**src/rtl/zr_pkg.sv**
```systemverilog
// Shared types and helpers for the zero-run expander and its companion
// trailing-zero counter.
//   zr_state_t : expander FSM state encoding
//   cw_f       : count width needed to represent 0..w inclusive
package zr_pkg;

    typedef enum logic {
        IDLE  = 1'b0,
        SHIFT = 1'b1
    } zr_state_t;

    // Count width shared with the trailing-zero counter (0..w needs clog2(w)+1 bits).
    function automatic int cw_f(input int w);
        return $clog2(w) + 1;
    endfunction

endpackage

```
**src/rtl/zero_run_expander.sv**
```systemverilog
// Zero-run expander: takes a zero-count N and serializes the canonical word
// W = (N < DATA_WIDTH) ? (1 << N) : 0, LSB first, one bit per handshake.
// Ports:
//   clk, reset          : clock, asynchronous active-high reset
//   din/din_valid       : zero-count N input (CW bits), valid
//   din_ready           : combinational; block accepts N this cycle
//   dout/dout_valid     : current serial bit of W, valid
//   dout_last           : dout is bit DATA_WIDTH-1 of W
//   dout_ready          : sink accepts dout this cycle
//   err_clamp           : one-cycle pulse after accepting N > DATA_WIDTH
module zero_run_expander
    import zr_pkg::*;
#(
    parameter  int unsigned DATA_WIDTH = 32,
    localparam int unsigned CW         = cw_f(DATA_WIDTH)
) (
    input  logic          clk,
    input  logic          reset,
    input  logic [CW-1:0] din,
    input  logic          din_valid,
    output logic          din_ready,
    output logic          dout,
    output logic          dout_valid,
    output logic          dout_last,
    input  logic          dout_ready,
    output logic          err_clamp
);

    localparam int unsigned    BW     = $clog2(DATA_WIDTH);
    localparam logic [CW-1:0]  DW_C   = CW'(DATA_WIDTH);
    localparam logic [BW-1:0]  LAST_C = BW'(DATA_WIDTH - 1);

    zr_state_t     state_q, state_d;
    logic [CW-1:0] nc_q, nc_d;
    logic [BW-1:0] bit_idx_q, bit_idx_d;
    logic          dout_q, dout_d;
    logic          dout_valid_q, dout_valid_d;
    logic          dout_last_q, dout_last_d;
    logic          err_clamp_q, err_clamp_d;
    logic          load;
    logic [CW-1:0] nc_in;
    logic [BW-1:0] idx_next;

    // Bit value of the canonical word at a given index; Nc == DATA_WIDTH is all-zero.
    function automatic logic word_bit_f(input logic [BW-1:0] idx, input logic [CW-1:0] nc);
        return (CW'(idx) == nc) && (nc < DW_C);
    endfunction

    // Next-state, next-output and handshake logic.
    always_comb begin
        state_d      = state_q;
        nc_d         = nc_q;
        bit_idx_d    = bit_idx_q;
        dout_d       = dout_q;
        dout_valid_d = dout_valid_q;
        dout_last_d  = dout_last_q;
        err_clamp_d  = 1'b0;

        // In SHIFT a new count can only enter on the final-bit handshake.
        din_ready = (state_q == IDLE) || (dout_last_q && dout_ready);
        load      = din_valid && din_ready;
        nc_in     = (din > DW_C) ? DW_C : din;
        idx_next  = bit_idx_q + BW'(1);

        if (load) begin
            state_d      = SHIFT;
            nc_d         = nc_in;
            bit_idx_d    = '0;
            err_clamp_d  = (din > DW_C);
            dout_valid_d = 1'b1;
            dout_d       = word_bit_f('0, nc_in);
            dout_last_d  = (LAST_C == '0);
        end else if ((state_q == SHIFT) && dout_ready) begin
            if (!dout_last_q) begin
                bit_idx_d    = idx_next;
                dout_valid_d = 1'b1;
                dout_d       = word_bit_f(idx_next, nc_q);
                dout_last_d  = (idx_next == LAST_C);
            end else begin
                state_d      = IDLE;
                bit_idx_d    = '0;
                dout_valid_d = 1'b0;
                dout_d       = 1'b0;
                dout_last_d  = 1'b0;
            end
        end
    end

    // State and output registers.
    always_ff @(posedge clk or posedge reset) begin
        if (reset) begin
            state_q      <= IDLE;
            nc_q         <= '0;
            bit_idx_q    <= '0;
            dout_q       <= 1'b0;
            dout_valid_q <= 1'b0;
            dout_last_q  <= 1'b0;
            err_clamp_q  <= 1'b0;
        end else begin
            state_q      <= state_d;
            nc_q         <= nc_d;
            bit_idx_q    <= bit_idx_d;
            dout_q       <= dout_d;
            dout_valid_q <= dout_valid_d;
            dout_last_q  <= dout_last_d;
            err_clamp_q  <= err_clamp_d;
        end
    end

    assign dout       = dout_q;
    assign dout_valid = dout_valid_q;
    assign dout_last  = dout_last_q;
    assign err_clamp  = err_clamp_q;

endmodule

```
**config.mk**
```make
export PLATFORM = sky130hd
export DESIGN_NAME = zero_run_expander
export DESIGN_NICKNAME = d
export VERILOG_FILES = /design/src/rtl/zr_pkg.sv /design/src/rtl/zero_run_expander.sv
export SDC_FILE = /design/constraint.sdc
export NUM_CORES = 1
export LEC_CHECK = 0
export CORE_UTILIZATION = 46
export DETAILED_ROUTE_END_ITERATION = 8
export GPL_ROUTABILITY_DRIVEN = 0
export PLACE_DENSITY = 0.8
export SYNTH_ARGS = -nofsm -noshare
export SYNTH_HDL_FRONTEND = slang
export SYNTH_SLANG_ARGS = --single-unit
```
**constraint.sdc**
```tcl
create_clock -name clk -period 1.71 [get_ports clk]
set_clock_uncertainty 0.1 [all_clocks]
set_input_delay 0.2565 -clock clk [delete_from_list [all_inputs] [get_ports clk]]
set_output_delay 0.2565 -clock clk [all_outputs]
set_load 0.03 [all_outputs]
```
Word level (Yosys, flattened, before mapping):

Cells that the tools add are included.

* register bits: 16
* bits of input ports: 10
* output and inout port bits: 5

* add/sub/neg operators: 1
* magnitude comparators: 3
* eq/ne operators: 2
* mux-type cells: 17
* bitwise logic cells: 1
* reduce and logical (&&, ||, !) cells: 10

Operators by type and width (number)
* 2-to-1 mux 5 bit: 3
* 2-to-1 mux 1 bit: 13
* < comparator 6 bit (second input constant): 2
* == test 5 x 6 -> 1 bit: 1
* > comparator 6 bit (second input constant): 1
* zero test 6 bit: 1
* 2-to-1 mux 6 bit: 1
* adder 5 x 1 -> 5 bit (second input constant): 1
* == test 5 bit (second input constant): 1
* logical AND 1 bit: 5
* nonzero test 2 bit: 2
* AND reduction 2 bit: 1
* logical OR 1 bit: 1
* inverter 1 bit: 1

Logic depth before layout (Yosys ltp):

Gate-level depths: netlist of run 1.

* depth in word-level cells: 6
* gate-level depth with buffers: 6
* depth with buffers taken out: 6

Worst setup path after synthesis of run 1:

No wires, ideal clock.

* path type: register to register
* from: reg bit_idx_q[0]
* to: reg dout_q (netlist: dout)
* arrival time: 1.481 ns
* data required time: 1.515 ns
* setup slack: 0.033 ns
* stages on the path, launching flop included: 7
* cells stage by stage: dfrtp_1 > inv_1 > ha_1 > xnor2_1 > nor4b_1 > nand3_1 > o31ai_1

* longest elaborated chain between the ends: 6

Ends and longest elaborated chain
* start: declaration: RTL line zero_run_expander.sv:35 `logic [BW-1:0] bit_idx_q, bit_idx_d;`
* start signal: assignment: RTL line zero_run_expander.sv:102 `bit_idx_q <= bit_idx_d;`
* adder 5 x 1 -> 5 bit: RTL line zero_run_expander.sv:63 `idx_next = bit_idx_q + BW'(1);`
* == test 5 x 6 -> 1 bit: RTL line zero_run_expander.sv:46 `return (CW'(idx) == nc) && (nc < DW_C);`
* logical AND 1 bit: RTL line zero_run_expander.sv:46
* 2-to-1 mux 1 bit: RTL line zero_run_expander.sv:74 `if (!dout_last_q) begin`
* 2-to-1 mux 1 bit: RTL line zero_run_expander.sv:73 `end else if ((state_q == SHIFT) && dout_ready) begin`
* 2-to-1 mux 1 bit: RTL line zero_run_expander.sv:65 `if (load) begin`
* end signal: assignment: RTL line zero_run_expander.sv:103 `dout_q <= dout_d;`
* end: declaration: RTL line zero_run_expander.sv:36 `logic dout_q, dout_d;`

Every way passes these cells. The select of a mux whose other input is x is not followed.
A chain may end at the register's enable or synchronous reset.

Worst setup path in the final report of run 1:

Same ends and word-level chain as after synthesis.

==> metrics, run 1 <==
status=finished, final reports clean; grt total ovfl=0; Post-Syn Area=880 sq um; fin nets=129; num rows=15; sequential-to-total area share from yosys stat=roughly 46%; Slowest Stage Delay on Critical Path=approximately 430 ps; Fin. Hold Viols=0; Slew Viols, Final=0; critical path startpoint=bit_idx_q[0]; GRT Total Usage=22.7%; CP required=1810 ps; Initial Util=between 40% and 50%; CTS tree=done; CTS Root Cell=clkbuf_4; die area=roughly 2100 sq um; reg2reg end=dout; Total Routed Length=just under 2000 um; FILL cells=approximately 150; YS warnings=0; PortBufs=14; Worst IR Drop VDD=around 0.71 mV; CTS H-tree lvls=1; Cells after Synth=90; n_diodes=0; Avg WL per Cell=13.8 um; DP HPWL=1420 um; EDFF count, synth=0; I/O pin count=15; Worst Setup Start Kind=flip-flop; via count=around 750; cell area after layout=approximately 1200 sq um; CP max stage cell=dfrtp_1; met3 usage=under 10%; initial antenna violation count=0; Arr. time, crit path=1760 ps; M2 GR Usage=between 30% and 40%; Post-route DRC=0; flop and latch count out of synthesis=16; setup slack, reg-to-reg=roughly 47 ps; top_reg_cell synth=dfrtp_1; largest cells by area after synthesis=dfrtp_1 (46%), nand2b_1 (5.7%), o21ai_0 (4.6%); leak pwr=~0.54 nW; mux share of post-synthesis cell area=3.56%; synthesized net count=just over 100; critical-path cell list=inv_2 > ha_4 > xnor2_1 > nor4b_2 > nand3_1 > o31ai_2; share of cells above drive strength 1=25.0%; share of the synthesized area in the top cell type=a little under half; Netlist cell types=30; top post-synthesis cells by count=dfrtp_1 (16), nand2_1 (9), nand2b_1 (8), o21ai_0 (8); Min-Delay Path Class=in -> async; Mean Syn Cell Area=about 9.8 sq um; dpl ws=-8.11 ps; fin crit period=1660 ps; Crit. path cell count=6; Async S/R FF share, synth=100%; Placed Area=around 1100 sq um; cell taking the most area after synthesis=dfrtp_1; Die Y=roughly 46 um; Rel. slew slack=between 70% and 80%; Via density=~5.3; fmax=601 MHz; vias in the first global route=roughly 720; critical path endpoint category=flip-flop; Final setup viols=0; Setup CP Type=reg -> reg; Die W=about 46 um; Post-Synth Adder-Cell Area=between 2 and 3%; Reg2Reg Depth=6; clk_lat worst skew=280 ps; CTS Buf Count=3; antenna-violating nets left=0; worst path buffer plus inverter count=1; P&R area growth vs syn=36.1%; family with the most delay on the worst path=flip-flops; Crit Reg-Reg Startpoint=bit_idx_q[0]; main combinational cell family by area after synthesis=simple AND/OR/NAND/NOR gates; Post-Synth XOR/XNOR Area=between 7 and 8%; setup ws final=47.4 ps; final core occ=about two thirds; Final period util=between 90% and 100%; worst setup path endpoint=dout; Starting DRT DRC Count=18; most frequent cell after synthesis=dfrtp_1; first-pass GRT wire length=3300 um; largest net degree at the start of global routing=17; Core Area=1760 sq um; busiest layer in global routing=met2; RSZ-0062 raised after global routing=true; GR Util met1=between 30% and 40%; CTS Sinks=16; power consumption=about 0.0012 W; Post-Route Setup TNS=0 ps; Pwr per Cell Area=973 nW/um^2; Critical Path Fanout Max=3; simple logic cell fraction of the synthesized area=between 20% and 30%; compound-cell area share of the yosys netlist=14.5%; Least-Margin Pin Slew=~320 ps; DRT Pass-1 Iters=4; max-cap violations=0; clock slew at reported path FFs=around 100 ps; clk buf depth=2
layout by cell type, fill, tap and decap left out, types with 2 or more instances in the layout:
cell / netlist / layout
clkdlybuf4s50_1: 0 / 10
xor2_1: 4 / 4
inv_1: 3 / 2
dfrtp_2: 0 / 2
nand2b_1: 8 / 8
nor3_1: 3 / 3
xnor2_1: 4 / 3
dfrtp_1: 16 / 14
nand3_1: 4 / 4
a21oi_1: 2 / 2
o21ai_0: 8 / 8
nand2_1: 9 / 9
mux2i_1: 2 / 2
clkbuf_4: 0 / 3
a21o_1: 2 / 2
dlymetal6s2s_1: 0 / 2
o22ai_1: 2 / 2
nor3b_1: 2 / 2
nor2_1: 2 / 2
buf_4: 0 / 13
where the power goes:
group	leakage [nW]	total [W]	internal (W)	switching, W
combinational	0.324	0.000391	0.000200	0.000191
clock	0.0210	0.000252	0.000129	0.000122
sequential	0.199	0.000522	0.000440	0.0000817
per-stage QoR:
stage	hold WS [ps]	std cells
after global routing	208	141
after global placement	394	137
final	171	141
after CTS	172	141
after detailed placement	394	137
after floorplan	70.2	90
tightest hold or removal path: stages:
cell and delay, ps:
clkdlybuf4s50_1 400, inv_1 50, buf_4 220
layer usage:
| layer | part of all wire, % | vias up | wire, um |
|---|---|---|---|
| met5 | 0 | - | 0 |
| met4 | 0.62 | 0 | 12 |
| met3 | 3.4 | 2 | 66 |
| met2 | 49 | 11 | 952 |
| met1 | 47 | 368 | 910 |
| li1 | - | 368 | - |
worst min path at each step:
stage,start,endpoint,slack (ps),cells past startpoint
final,reset,bit_idx_q[4],170,3
after global routing,reset,nc_q[4],210,3
after CTS,reset,bit_idx_q[4],170,3
after detailed placement,nc_q[2],nc_q[2],390,2
after global placement,nc_q[2],nc_q[2],390,2
after floorplan,reset,bit_idx_q[0],70,1
registers in the layout (all words and copies together), names as in the netlist:
register    cells
nc_q            6
bit_idx_q       5
dout            1
dout_last       1
dout_valid      1
err_clamp       1
state_q         1
area by class of cell:
cell class / instances / area, sq um / share of cell area (%)
Clock buffer: 4 / 36.3 / 3.03
Timing Repair Buffer: 26 / 231 / 19.3
Sequential cell: 16 / 403 / 33.6
Tap cell: 25 / 31.3 / 2.61
Inverter: 3 / 11.3 / 0.940
Multi-Input combinational cell: 67 / 484 / 40.4
kinds of logic after synthesis:
group	count (synthesis)
flops	16
mux	3
simple gates	35
fa+ha+maj	2
compound gates	19
buf+inv	7
xor+xnor	8
timing repair:
| item | 4_1_cts | 5_1_grt |
|---|---|---|
| pin swaps | 3 | 0 |
| hold buffers | 0 | 0 |
| setup endpoints to repair | 2 | 4 |
| gates resized for setup | 4 | 7 |
| buffers inserted | 0 | 0 |
Note: power is estimated with default switching activity, not from simulation.
==> run 2, diff against run 1 <==
--- a/config.mk
+++ b/config.mk
@@ -5,6 +5,7 @@
 export SDC_FILE = /design/constraint.sdc
 export NUM_CORES = 1
 export LEC_CHECK = 0
+export CAP_MARGIN = 20
 export CORE_UTILIZATION = 46
 export DETAILED_ROUTE_END_ITERATION = 8
 export GPL_ROUTABILITY_DRIVEN = 0
==> results of run 2 <==
Final layout, timing and power as in run 1 (identical DEF).
==> run 3, diff against run 2 <==
--- a/config.mk
+++ b/config.mk
@@ -6,10 +6,10 @@
 export NUM_CORES = 1
 export LEC_CHECK = 0
 export CAP_MARGIN = 20
-export CORE_UTILIZATION = 46
+export CORE_UTILIZATION = 30
 export DETAILED_ROUTE_END_ITERATION = 8
 export GPL_ROUTABILITY_DRIVEN = 0
-export PLACE_DENSITY = 0.8
+export PLACE_DENSITY = 0.61
 export SYNTH_ARGS = -nofsm -noshare
 export SYNTH_HDL_FRONTEND = slang
 export SYNTH_SLANG_ARGS = --single-unit
==> metrics, run 3 (same netlist as run 1, synthesis figures left out) <==
status=finished, final reports clean; CTS tree=done; Die Y=56.1 um (+23%); Sw Pwr=0.000367 W (-6.9%); Setup CP Type=reg -> reg; Core Area=2760 sq um (+56%); Avg WL per Cell=12.6 um (-8.3%); FILL cells=265 (+80%); Post-CTS Hold Fix Bufs=0 (unchanged); Slew Viols, Final=0 (unchanged); power consumption=0.00112 W (-3.4%); n_diodes=0 (unchanged); Clk pwr share=22.2% (+0.6 points); Post-route DRC=0 (unchanged); Via density=5.01 (-5.7%); Largest Register=nc_q; setup slack, reg-to-reg=80 ps (+30 ps); Hold Slack=166 ps (-5.44 ps); max-cap violations=0 (unchanged); clock slew at reported path FFs=100 ps (about the same); CTS Buf Count=3 (unchanged); initial antenna violation count=0 (unchanged); num rows=19 (+4); CTS H-tree lvls=1 (unchanged); via count=731 (-2.4%); vias in the first global route=761 (+6.1%); Final period util=95.6% (-1.6 points); Int Pwr=0.000757 W (-1.7%); Total Routed Length=1840 um (-5.0%); I/O pin count=15 (unchanged); Worst Setup Start Kind=flip-flop; most frequent cells in the layout=dfrtp_1 (16), buf_4 (12), clkdlybuf4s50_1 (10); antenna-violating nets left=0 (unchanged); Gate power share=32.3% (-1.3 points); fmax=612 MHz (+1.7%); GRT Total Usage=13.2% (-9.5 points); CP required=1810 ps (about the same); Starting DRT DRC Count=14 (-4); largest net degree at the start of global routing=17 (unchanged); die area=3150 sq um (+51%); max reg flops=6 (unchanged); Rel. slew slack=76.3% (-2.3 points); Fin. Hold Viols=0 (unchanged); RSZ-0062 raised after global routing=true; CTS Root Cell=clkbuf_4; PortBufs=14 (unchanged); share of cells above drive strength 1=18.3% (-6.7 points); Critical Path Fanout Max=3 (unchanged); biggest regs=nc_q x6, bit_idx_q x5; first-pass GRT wire length=3330 um (+0.82%); fin crit period=1630 ps (-27.8 ps); Min-Delay Path Class=in -> async; Final setup viols=0 (unchanged); Worst IR Drop VDD=0.476 mV (-33%); Initial Util=31.9% (-18 points); Least-Margin Pin Slew=353 ps (+32.6 ps); critical path endpoint category=flip-flop; switch share=32.7% (-1.2 points); most common cell after layout, fill and taps aside=dfrtp_1; Seq pwr share=45.4% (+0.6 points); fin nets=128 (-0.78%); DRT Pass-1 Iters=4 (unchanged); leak pwr=0.536 nW (-1.6%); grt total ovfl=0 (unchanged); P&R area growth vs syn=32.9%; CTS Sinks=16 (unchanged); Die W=56.1 um (+23%); DP HPWL=1440 um (+2.1%); clk_lat worst skew=280 ps (about the same); Arr. time, crit path=1730 ps (-30 ps); Pwr per Cell Area=962 nW/um^2 (-1.1%); clk buf depth=2 (unchanged)
-- run 3: repair_timing --
action,in CTS,in global routing
resized for setup,1,3
endpoints found under the hold margin,0,0
endpoints found under the setup margin,1,3
buffers inserted,0,0
pin swaps,0,1
-- run 3: cell type report --
cell class / count / area [sq um] / area share (%)
clock buffers: 4 / 36.3 / 3.10
inverters: 3 / 11.3 / 0.964
multi-input cells: 67 / 458 / 39.2
flip-flops and latches: 16 / 400 / 34.3
well taps: 31 / 38.8 / 3.32
repair buffers: 25 / 224 / 19.2
-- run 3: critical path, stage by stage, from the launching register on --
cell and delay (ps):
dfrtp_1 380, inv_1 60, ha_1 320, xnor2_1 130, nor4b_1 270, nand3_1 100, o31ai_1 190
-- run 3: path summary, 6_finish.rpt --
check,start,end,depth (start not counted)
max,bit_idx_q[0],dout,6
min,reset,nc_q[3],3
max in group asynchronous,reset,nc_q[4],3
max reg2reg,bit_idx_q[0],dout,6
min reg2reg,nc_q[3],nc_q[3],2
min in group clk,nc_q[3],nc_q[3],2
-- run 3: power groups by stage --
stage,Sequential (W),Combinational (W),Clock (W)
floorplan,0.000510,0.000234,0
global placement,0.000512,0.000355,0
detailed placement,0.000514,0.000360,0
CTS,0.000507,0.000362,0.000259
global route,0.000521,0.000406,0.000273
finish,0.000511,0.000363,0.000250
-- run 3: metrics by stage --
step | setup TNS [ps] | worst slack (ps) | cell area, sq um | utilization [%] | std cells
floorplan | 0 | 33.4 | 880 | - | 90
global placement | 0 | 47.1 | 1120 | 40.7 | 142
detailed placement | 0 | 37.1 | 1120 | 40.7 | 142
CTS | 0 | 5.36 | 1160 | 41.9 | 146
global route | -21.3 | -21.3 | 1170 | 42.4 | 146
finish | 0 | 75.2 | 1170 | 42.4 | 146
-- run 3: routing by layer --
metal  GRT usage, %  vias to the layer above  share of wire [%]
li1               -                      361                  -
met3           1.86                        2                1.8
met5              0                        -                  0
met1           16.9                      359                 47
met2           21.8                        9                 50
met4           6.27                        0               0.87
